**src/rtl/stft_frame_sequencer.sv**
```systemverilog
// STFT frame scheduler: writes samples into a circular RAM and, every HOP samples once
// primed, streams the latest FFT_SIZE samples oldest-first with window index and framing.
module stft_frame_sequencer #(
  parameter int unsigned FFT_SIZE = 512,
  parameter int unsigned HOP      = 128,
  parameter int unsigned AW       = 9,
  parameter int unsigned SW       = 25
) (
  input  logic          clk,
  input  logic          RESET,
  input  logic          start_compute,
  input  logic [SW-1:0] i_SAMPLE,
  input  logic          fft_ready,
  output logic          wr_en,
  output logic [AW-1:0] wr_addr,
  output logic [SW-1:0] wr_data,
  output logic          rd_en,
  output logic [AW-1:0] rd_addr,
  output logic [AW-1:0] win_addr,
  output logic          fft_in_valid,
  output logic          fft_in_last,
  output logic          frame_start,
  output logic          frame_dropped,
  output logic          busy,
  output logic [15:0]   frame_count
);

  localparam int unsigned FW = AW + 1;
  localparam int unsigned CW = 16;
  localparam logic [AW-1:0] LAST_K = AW'(FFT_SIZE - 1);
  localparam logic [AW-1:0] HOP_M1 = AW'(HOP - 1);
  localparam logic [FW-1:0] FULL   = FW'(FFT_SIZE);

  typedef enum logic [1:0] {S_IDLE, S_READ, S_FLUSH} state_e;

  state_e        state_q, state_d;
  logic [AW-1:0] wr_ptr_q, wr_ptr_d;
  logic [AW-1:0] hop_cnt_q, hop_cnt_d;
  logic [FW-1:0] fill_cnt_q, fill_cnt_d;
  logic          trig_q, trig_d;
  logic          accept;

  logic          wr_en_q, wr_en_d;
  logic [AW-1:0] wr_addr_q, wr_addr_d;
  logic [SW-1:0] wr_data_q, wr_data_d;
  logic          rd_en_q, rd_en_d;
  logic [AW-1:0] rd_addr_q, rd_addr_d;
  logic [AW-1:0] win_addr_q, win_addr_d;
  logic          fft_in_valid_q, fft_in_valid_d;
  logic          fft_in_last_q, fft_in_last_d;
  logic          frame_start_q, frame_start_d;
  logic          frame_dropped_q, frame_dropped_d;
  logic          busy_q, busy_d;
  logic [CW-1:0] frame_count_q, frame_count_d;

  // State and output register; synchronous reset aborts any frame and forces re-priming.
  always_ff @(posedge clk) begin
    if (RESET) begin
      state_q         <= S_IDLE;
      wr_ptr_q        <= '0;
      hop_cnt_q       <= '0;
      fill_cnt_q      <= '0;
      trig_q          <= 1'b0;
      wr_en_q         <= 1'b0;
      wr_addr_q       <= '0;
      wr_data_q       <= '0;
      rd_en_q         <= 1'b0;
      rd_addr_q       <= '0;
      win_addr_q      <= '0;
      fft_in_valid_q  <= 1'b0;
      fft_in_last_q   <= 1'b0;
      frame_start_q   <= 1'b0;
      frame_dropped_q <= 1'b0;
      busy_q          <= 1'b0;
      frame_count_q   <= '0;
    end else begin
      state_q         <= state_d;
      wr_ptr_q        <= wr_ptr_d;
      hop_cnt_q       <= hop_cnt_d;
      fill_cnt_q      <= fill_cnt_d;
      trig_q          <= trig_d;
      wr_en_q         <= wr_en_d;
      wr_addr_q       <= wr_addr_d;
      wr_data_q       <= wr_data_d;
      rd_en_q         <= rd_en_d;
      rd_addr_q       <= rd_addr_d;
      win_addr_q      <= win_addr_d;
      fft_in_valid_q  <= fft_in_valid_d;
      fft_in_last_q   <= fft_in_last_d;
      frame_start_q   <= frame_start_d;
      frame_dropped_q <= frame_dropped_d;
      busy_q          <= busy_d;
      frame_count_q   <= frame_count_d;
    end
  end

  // Write path, priming and hop counting; trigger is registered so it lands one cycle after the pulse.
  always_comb begin
    wr_en_d    = start_compute;
    wr_addr_d  = wr_addr_q;
    wr_data_d  = wr_data_q;
    wr_ptr_d   = wr_ptr_q;
    hop_cnt_d  = hop_cnt_q;
    fill_cnt_d = fill_cnt_q;
    trig_d     = 1'b0;
    if (start_compute) begin
      wr_addr_d = wr_ptr_q;
      wr_data_d = i_SAMPLE;
      wr_ptr_d  = wr_ptr_q + 1'b1;
      if (fill_cnt_q != FULL) fill_cnt_d = fill_cnt_q + 1'b1;
      if (hop_cnt_q == HOP_M1) begin
        hop_cnt_d = '0;
        trig_d    = (fill_cnt_d == FULL);
      end else begin
        hop_cnt_d = hop_cnt_q + 1'b1;
      end
    end
  end

  assign accept = trig_q && (state_q == S_IDLE) && fft_ready;

  always_comb begin
    state_d = state_q;
    case (state_q)
      S_IDLE:  if (accept) state_d = S_READ;
      S_READ:  if (win_addr_q == LAST_K) state_d = S_FLUSH;
      S_FLUSH: state_d = S_IDLE;
      default: state_d = S_IDLE;
    endcase
  end

  // Read addressing starts at wr_ptr after the triggering write, i.e. the oldest sample.
  always_comb begin
    rd_en_d         = 1'b0;
    rd_addr_d       = '0;
    win_addr_d      = '0;
    busy_d          = (state_d != S_IDLE);
    frame_start_d   = accept;
    frame_dropped_d = trig_q && !accept;
    frame_count_d   = accept ? frame_count_q + 16'd1 : frame_count_q;
    fft_in_valid_d  = rd_en_q;
    fft_in_last_d   = rd_en_q && (win_addr_q == LAST_K);
    if (state_d == S_READ) begin
      rd_en_d = 1'b1;
      if (accept) begin
        rd_addr_d  = wr_ptr_q;
        win_addr_d = '0;
      end else begin
        rd_addr_d  = rd_addr_q + 1'b1;
        win_addr_d = win_addr_q + 1'b1;
      end
    end
  end

  assign wr_en         = wr_en_q;
  assign wr_addr       = wr_addr_q;
  assign wr_data       = wr_data_q;
  assign rd_en         = rd_en_q;
  assign rd_addr       = rd_addr_q;
  assign win_addr      = win_addr_q;
  assign fft_in_valid  = fft_in_valid_q;
  assign fft_in_last   = fft_in_last_q;
  assign frame_start   = frame_start_q;
  assign frame_dropped = frame_dropped_q;
  assign busy          = busy_q;
  assign frame_count   = frame_count_q;

endmodule

```
**config.mk**
```make
export PLATFORM = sky130hd
export DESIGN_NAME = stft_frame_sequencer
export DESIGN_NICKNAME = d
export VERILOG_FILES = /design/src/rtl/stft_frame_sequencer.sv
export SDC_FILE = /design/constraint.sdc
export NUM_CORES = 1
export LEC_CHECK = 0
export CORE_MARGIN = 8
export CORE_UTILIZATION = 40
export DETAILED_ROUTE_END_ITERATION = 12
export PLACE_DENSITY = 0.77
export SLEW_MARGIN = 15
export SYNTH_ARGS = -nofsm -noshare
export SYNTH_HDL_FRONTEND = slang
export SYNTH_SLANG_ARGS = --single-unit
```
**constraint.sdc**
```tcl
create_clock -name clk -period 1.68 [get_ports clk]
set_input_delay 0.168 -clock clk [delete_from_list [all_inputs] [get_ports clk]]
set_output_delay 0.168 -clock clk [all_outputs]
set_load 0.03 [all_outputs]
```
# Word level (Yosys, flattened, before mapping)
# Cells that the tools add are included.
# word_totals
regBits	106
latch_bits	0
ramBits	0
mem_bits_ro	0
input_bits	29
out_inout_bits	75
wordCells	50
mem_count	0
# classes
n_addsub	6
n_mul	0
n_div	0
magnitude_cmp	0
eq_ne	6
n_shift	0
mux	8
bitwise	3
n_reduce_logical	10
# ops
op	count
$add 9x1->9 const B	4
$mux 10	2
$mux 9	2
$add 16x1->16 const B	1
$add 10x1->10 const B	1
$eq 10x10->1 const B	1
$ne 10x10->1 const B	1
$eq 9x7->1 const B	1
$eq 9x9->1 const B	1
$reduce_or 3->1	2
$eq 2x1->1 const B	2
$logic_and 1x1->1	4
$mux 2	2
$pmux 2 s2	1
$not 1->1	3
$logic_not 2->1	1
$reduce_bool 2->1	1
$reduce_or 2->1	1
$logic_not 1->1	1
$mux 1	1

# Depth between registers and ports, before layout
# logic_depth
ltp_word	8
mapped_depth	8
ltp_nobuf	8

# Worst setup path after synthesis
# OpenSTA, ideal clock, no wires.
# synth_path
path_kind	register -> register
from	register win_addr_q[0], in the netlist win_addr[0]
to	register rd_addr_q[0], in the netlist rd_addr[0]
setup_time_ns	0.141
arrival_ns	1.641
slack_ns	-0.102
stages_incl_launch_ff	9
n_path_buf	1
path_cell_list	dfxtp_1 -> ha_1 -> nand3_1 -> nor2_1 -> ha_1 -> mux2i_1 -> nand2_1 -> clkbuf_1 -> a211oi_1
# synth_between
elab_chain_cells	6
# synth_lines
item	line_no	rtl
start: declaration	48	logic [AW-1:0] win_addr_q, win_addr_d;
start signal: assignment	87	win_addr_q <= win_addr_d;
$eq 9x9->1	126	S_READ: if (win_addr_q == LAST_K) state_d = S_FLUSH;
$mux 2	126	
$pmux 2 s2	124	case (state_q)
$eq 2x1->1	143	if (state_d == S_READ) begin
$not 1->1 (no line)	-	
$reduce_or 2->1 (no line)	-	
end signal: assignment	86	rd_addr_q <= rd_addr_d;
end: declaration	47	logic [AW-1:0] rd_addr_q, rd_addr_d;
# No other way between the ends.
# A chain may end at the register's enable or synchronous reset.

# Worst setup path in the final report
# layout_path
from	register fill_cnt_q[0]
to	register trig_q
# layout_between
elab_chain_cells	4
word_cells_on_any_way	5
classes_between	1 x add/sub; 2 x eq/ne; 2 x mux
# layout_lines
item	line_no	rtl
start: declaration	39	logic [FW-1:0] fill_cnt_q, fill_cnt_d;
start signal: assignment	80	fill_cnt_q <= fill_cnt_d;
$add 10x1->10 / $ne 10x10->1 (equally long branches)	110	if (fill_cnt_q != FULL) fill_cnt_d = fill_cnt_q + 1'b1;
$mux 10 (*)	110	
$mux 10 (*)	106	if (start_compute) begin
$eq 10x10->1 (*)	113	trig_d = (fill_cnt_d == FULL);
end signal: assignment	81	trig_q <= trig_d;
end: declaration	40	logic trig_q, trig_d;
# Mark *: on every way between the ends. The rest lies on a longest branch, timed or not. The select of a mux whose other input is x is not followed.

==> metrics.csv <==
stage,metric,value,unit
routing,Via-to-Cell Ratio,4.929,
floorplan,Cell Rows,38,
pwr,Pwr Density,771.7,mW/mm^2
final_layout,ANT cells,0,
pwr,P_leak,0.002559,uW
timing,Tcrit/Tclk final,96.35,%
timing,Pins Over Slew Limit,0,
global_route,vias in the first global route,3450,
critical_path,Max stage delay on crit path,330,ps
floorplan,die area,0.01432,sq mm
pwr,Switch Pwr,1174,uW
flow_run,Max-cap violations,0,
pwr,maximum VDD drop,0.5005,mV
critical_path,Critical Path Fanout Max,5,
placement,dpl cells,697,
final_layout,area grow syn2layout,36.36,%
timing,crit path time final,1619,ps
clocking,CTS tree,done,
timing,Max Fclk,617.8,MHz
final_layout,Layout Cells excl Fill,714,
clocking,CTS root buf,clkbuf_8,
placement,GPL Wtd Cong,0.8870,
critical_path,"Worst Path Class, Setup",reg -> reg,
critical_path,Worst Path Required,1990,ps
timing,PnR worst setup slack,61.26,ps
pwr,Int Pwr,3349,uW
global_route,global-route wire length before repair,16.75,mm
placement,HPWL Detailed,7.201,mm
critical_path,CP Launch Type,flop,
global_route,initial antenna violation count,0,
final_layout,Final nets,606,
routing,initial DRC count,240,
clocking,CTS buffer count,9,
timing,Setup Skew,13.13,ps
timing,final hold viol count,0,
floorplan,Die Height,119.7,microns
timing,slew margin rel.,72.46,%
logic_synthesis,sequential area share after synthesis,49.37,%
routing,routed wire length,10.14,mm
pwr,total power,4523,uW
logic_synthesis,post-synthesis cell count,465,
logic_synthesis,synth unique cells,32,
floorplan,core region area,0.01065,sq mm
routing,via count,3519,
timing,Hold WS,71.45,ps
placement,# port buffers,103,
global_route,largest net degree at the start of global routing,78,
timing,final-report setup violation count,0,
final_layout,Filler Cells Inserted,972,
critical_path,cell mode on critical path,buf_4,
critical_path,crit path DAT,1930,ps
pwr,Clk pwr share,32.8,%
critical_path,FF-to-FF setup slack,60,ps
global_route,total track usage,13.85,%
pwr,switching portion of total power,25.95,%
routing,ANT nets after route,0,
outcome,status,finished clean,
logic_synthesis,"Cell Area, Synth",0.004298,sq mm
pwr,Comb power frac,9.6,%
floorplan,num ports,104,
routing,DR pass1 iterations,4,
critical_path,Worst setup EP type,flop,
placement,DP Worst Slack,-243.7,ps
critical_path,crit-path cells,buf_4 -> ha_4 -> buf_4 -> a211oi_1 -> o21ai_0 -> a21oi_1 -> and4_1,
logic_synthesis,synthesis warning total,0,
critical_path,"Slowest-stage cell, CP",dfxtp_2,
routing,Routed WL per cell,14.20,microns
clocking,Worst-path clk slew,110,ps
floorplan,Die W,119.7,microns
global_route,gr ovfl total,0,
logic_synthesis,Yosys reg bits,106,
clocking,clk_lat worst skew,360,ps
clocking,H-tree depth,3,
floorplan,initial core utilization,40.35,%
logic_synthesis,Syn Area/Cell,9.243,sq um
hold_path,worst min-delay path class,in -> reg,
logic_synthesis,syn_nets,502,
pwr,power share of the sequential group,57.7,%
clocking,post-cts hold buffer count,0,
clocking,deepest clock path buffer count,2,
routing,DR DRC count,0,
timing,Worst-Margin Slew,409.7,ps
clocking,Sink Count,106,
final_layout,ratio of cells with drive above 1 in the final layout,11.50,%
[what timing repair did]
item                                   CTS  global route
setup buffers                            0             1
pin swaps                                0             3
endpoints found under the hold margin    0             0
resized for setup                        9            39
setup endpoints to repair                7            41
[area by class of cell]
type                    count  area, sq um  area share [%]
clock buffers               9        123.9           2.114
clock inverters             7        58.81           1.003
inverters                   7        26.28          0.4483
multi-input cells         326         2131           36.36
flip-flops and latches    106         2137           36.46
well taps                 140        175.2           2.989
repair buffers            119         1209           20.62
[worst paths after layout]
kind / from / end / cells after the start
max: fill_cnt_q[0] / trig_q / 7
max reg2reg: fill_cnt_q[0] / trig_q / 7
min reg2reg: win_addr[0] / win_addr[0] / 1
min: RESET / fft_in_valid / 2
[cells in the mapped netlist (all sizes together)]
cell type | n | area, sq um
dfxtp | 106 | 2122
nand4 | 12 | 81.33
and3 | 9 | 56.30
nand2 | 28 | 105.1
nor2b | 2 | 12.51
nor4b | 1 | 8.760
ha | 8 | 100.1
nand3 | 24 | 120.1
buf | 10 | 52.55
or2 | 1 | 6.260
or3 | 6 | 37.54
nor4bb | 2 | 20.02
o211ai | 1 | 7.510
nor2 | 99 | 371.6
xor2 | 33 | 289.0
and4 | 4 | 35.03
and2 | 2 | 12.51
o21ai | 10 | 50.05
nor4 | 3 | 31.28
a211oi | 9 | 67.56
a21oi | 10 | 50.05
clkbuf | 16 | 60.06
xnor2 | 17 | 148.9
nor3b | 1 | 7.510
mux2i | 39 | 390.4
nand2b | 1 | 6.260
o22ai | 1 | 6.260
inv | 7 | 26.28
nor3 | 3 | 15.01
[critical path: cells and delay by family, from the launching register on]
kind                       cells  cell delay (ps)
buffers and inverters          2              290
and+or+nand+nor                1              200
DFF                            1              330
AOI/OAI and AO/OA              3              600
adders and majority gates      1              170
[metal layers]
layer	vias up	global-route usage [%]	part of all wire [%]	routed length, microns
li1	1765	-	-	-
met1	1638	15.83	43	4311
met2	104	23.37	48	4862
met3	12	5.167	7.9	800
met4	0	4.684	1.6	162
met5	-	0	0	0
[power by group through the flow]
stage | clock (uW) | combinational, uW | sequential, uW
detailed placement | 0 | 427 | 2660
CTS | 1550 | 430 | 2610
global route | 1650 | 466 | 2620
global placement | 0 | 419 | 2660
floorplan | 0 | 158 | 2730
finish | 1480 | 433 | 2610
[cell families (layout without fill, tap and decap cells)]
kind of cell / Yosys count / after routing / share of synthesized area, %
buf+inv: 33 / 142 / 3.232
flops: 106 / 106 / 49.37
compound gates: 31 / 31 / 4.221
simple gates: 198 / 198 / 21.57
mux: 39 / 39 / 9.083
fa+ha+maj: 8 / 8 / 2.329
xor+xnor: 50 / 50 / 10.19
[registers in the layout, summed over array words and instances, names as in the netlist]
register,cells
frame_count,16
wr_en,1
hop_cnt_q,9
fft_in_last,1
win_addr,9
frame_dropped,1
state_q,2
trig_q,1
frame_start,1
wr_ptr_q,9
fft_in_valid,1
rd_addr,9
wr_data,25
busy,1
rd_en,1
fill_cnt_q,10
wr_addr,9
[cells in the final DEF (no fill, tap or decap), drive strengths merged, types with 2 or more instances in the layout]
cell type / count
clkbuf: 9
and3: 9
nor4: 3
o21ai: 10
nand2: 28
buf: 18
and2: 2
nor4bb: 2
ha: 8
and4: 4
xor2: 33
a211oi: 9
or3: 6
nand3: 24
dlygate4sd2: 6
nor2: 99
nor3: 3
nor2b: 2
dlymetal6s2s: 15
dfxtp: 106
xnor2: 17
inv: 12
nand4: 12
mux2i: 39
clkdlybuf4s50: 80
a21oi: 10
[through the flow]
step | util (%) | TNS [ps] | area, sq um
floorplan | - | 0 | 4304
global placement | 52.00 | -1022 | 5538
detailed placement | 52.00 | -1772 | 5538
CTS | 53.77 | 0 | 5727
global route | 55.03 | -6.082 | 5861
finish | 55.03 | 0 | 5861
No activity file was read; power rests on OpenSTA's default activity.
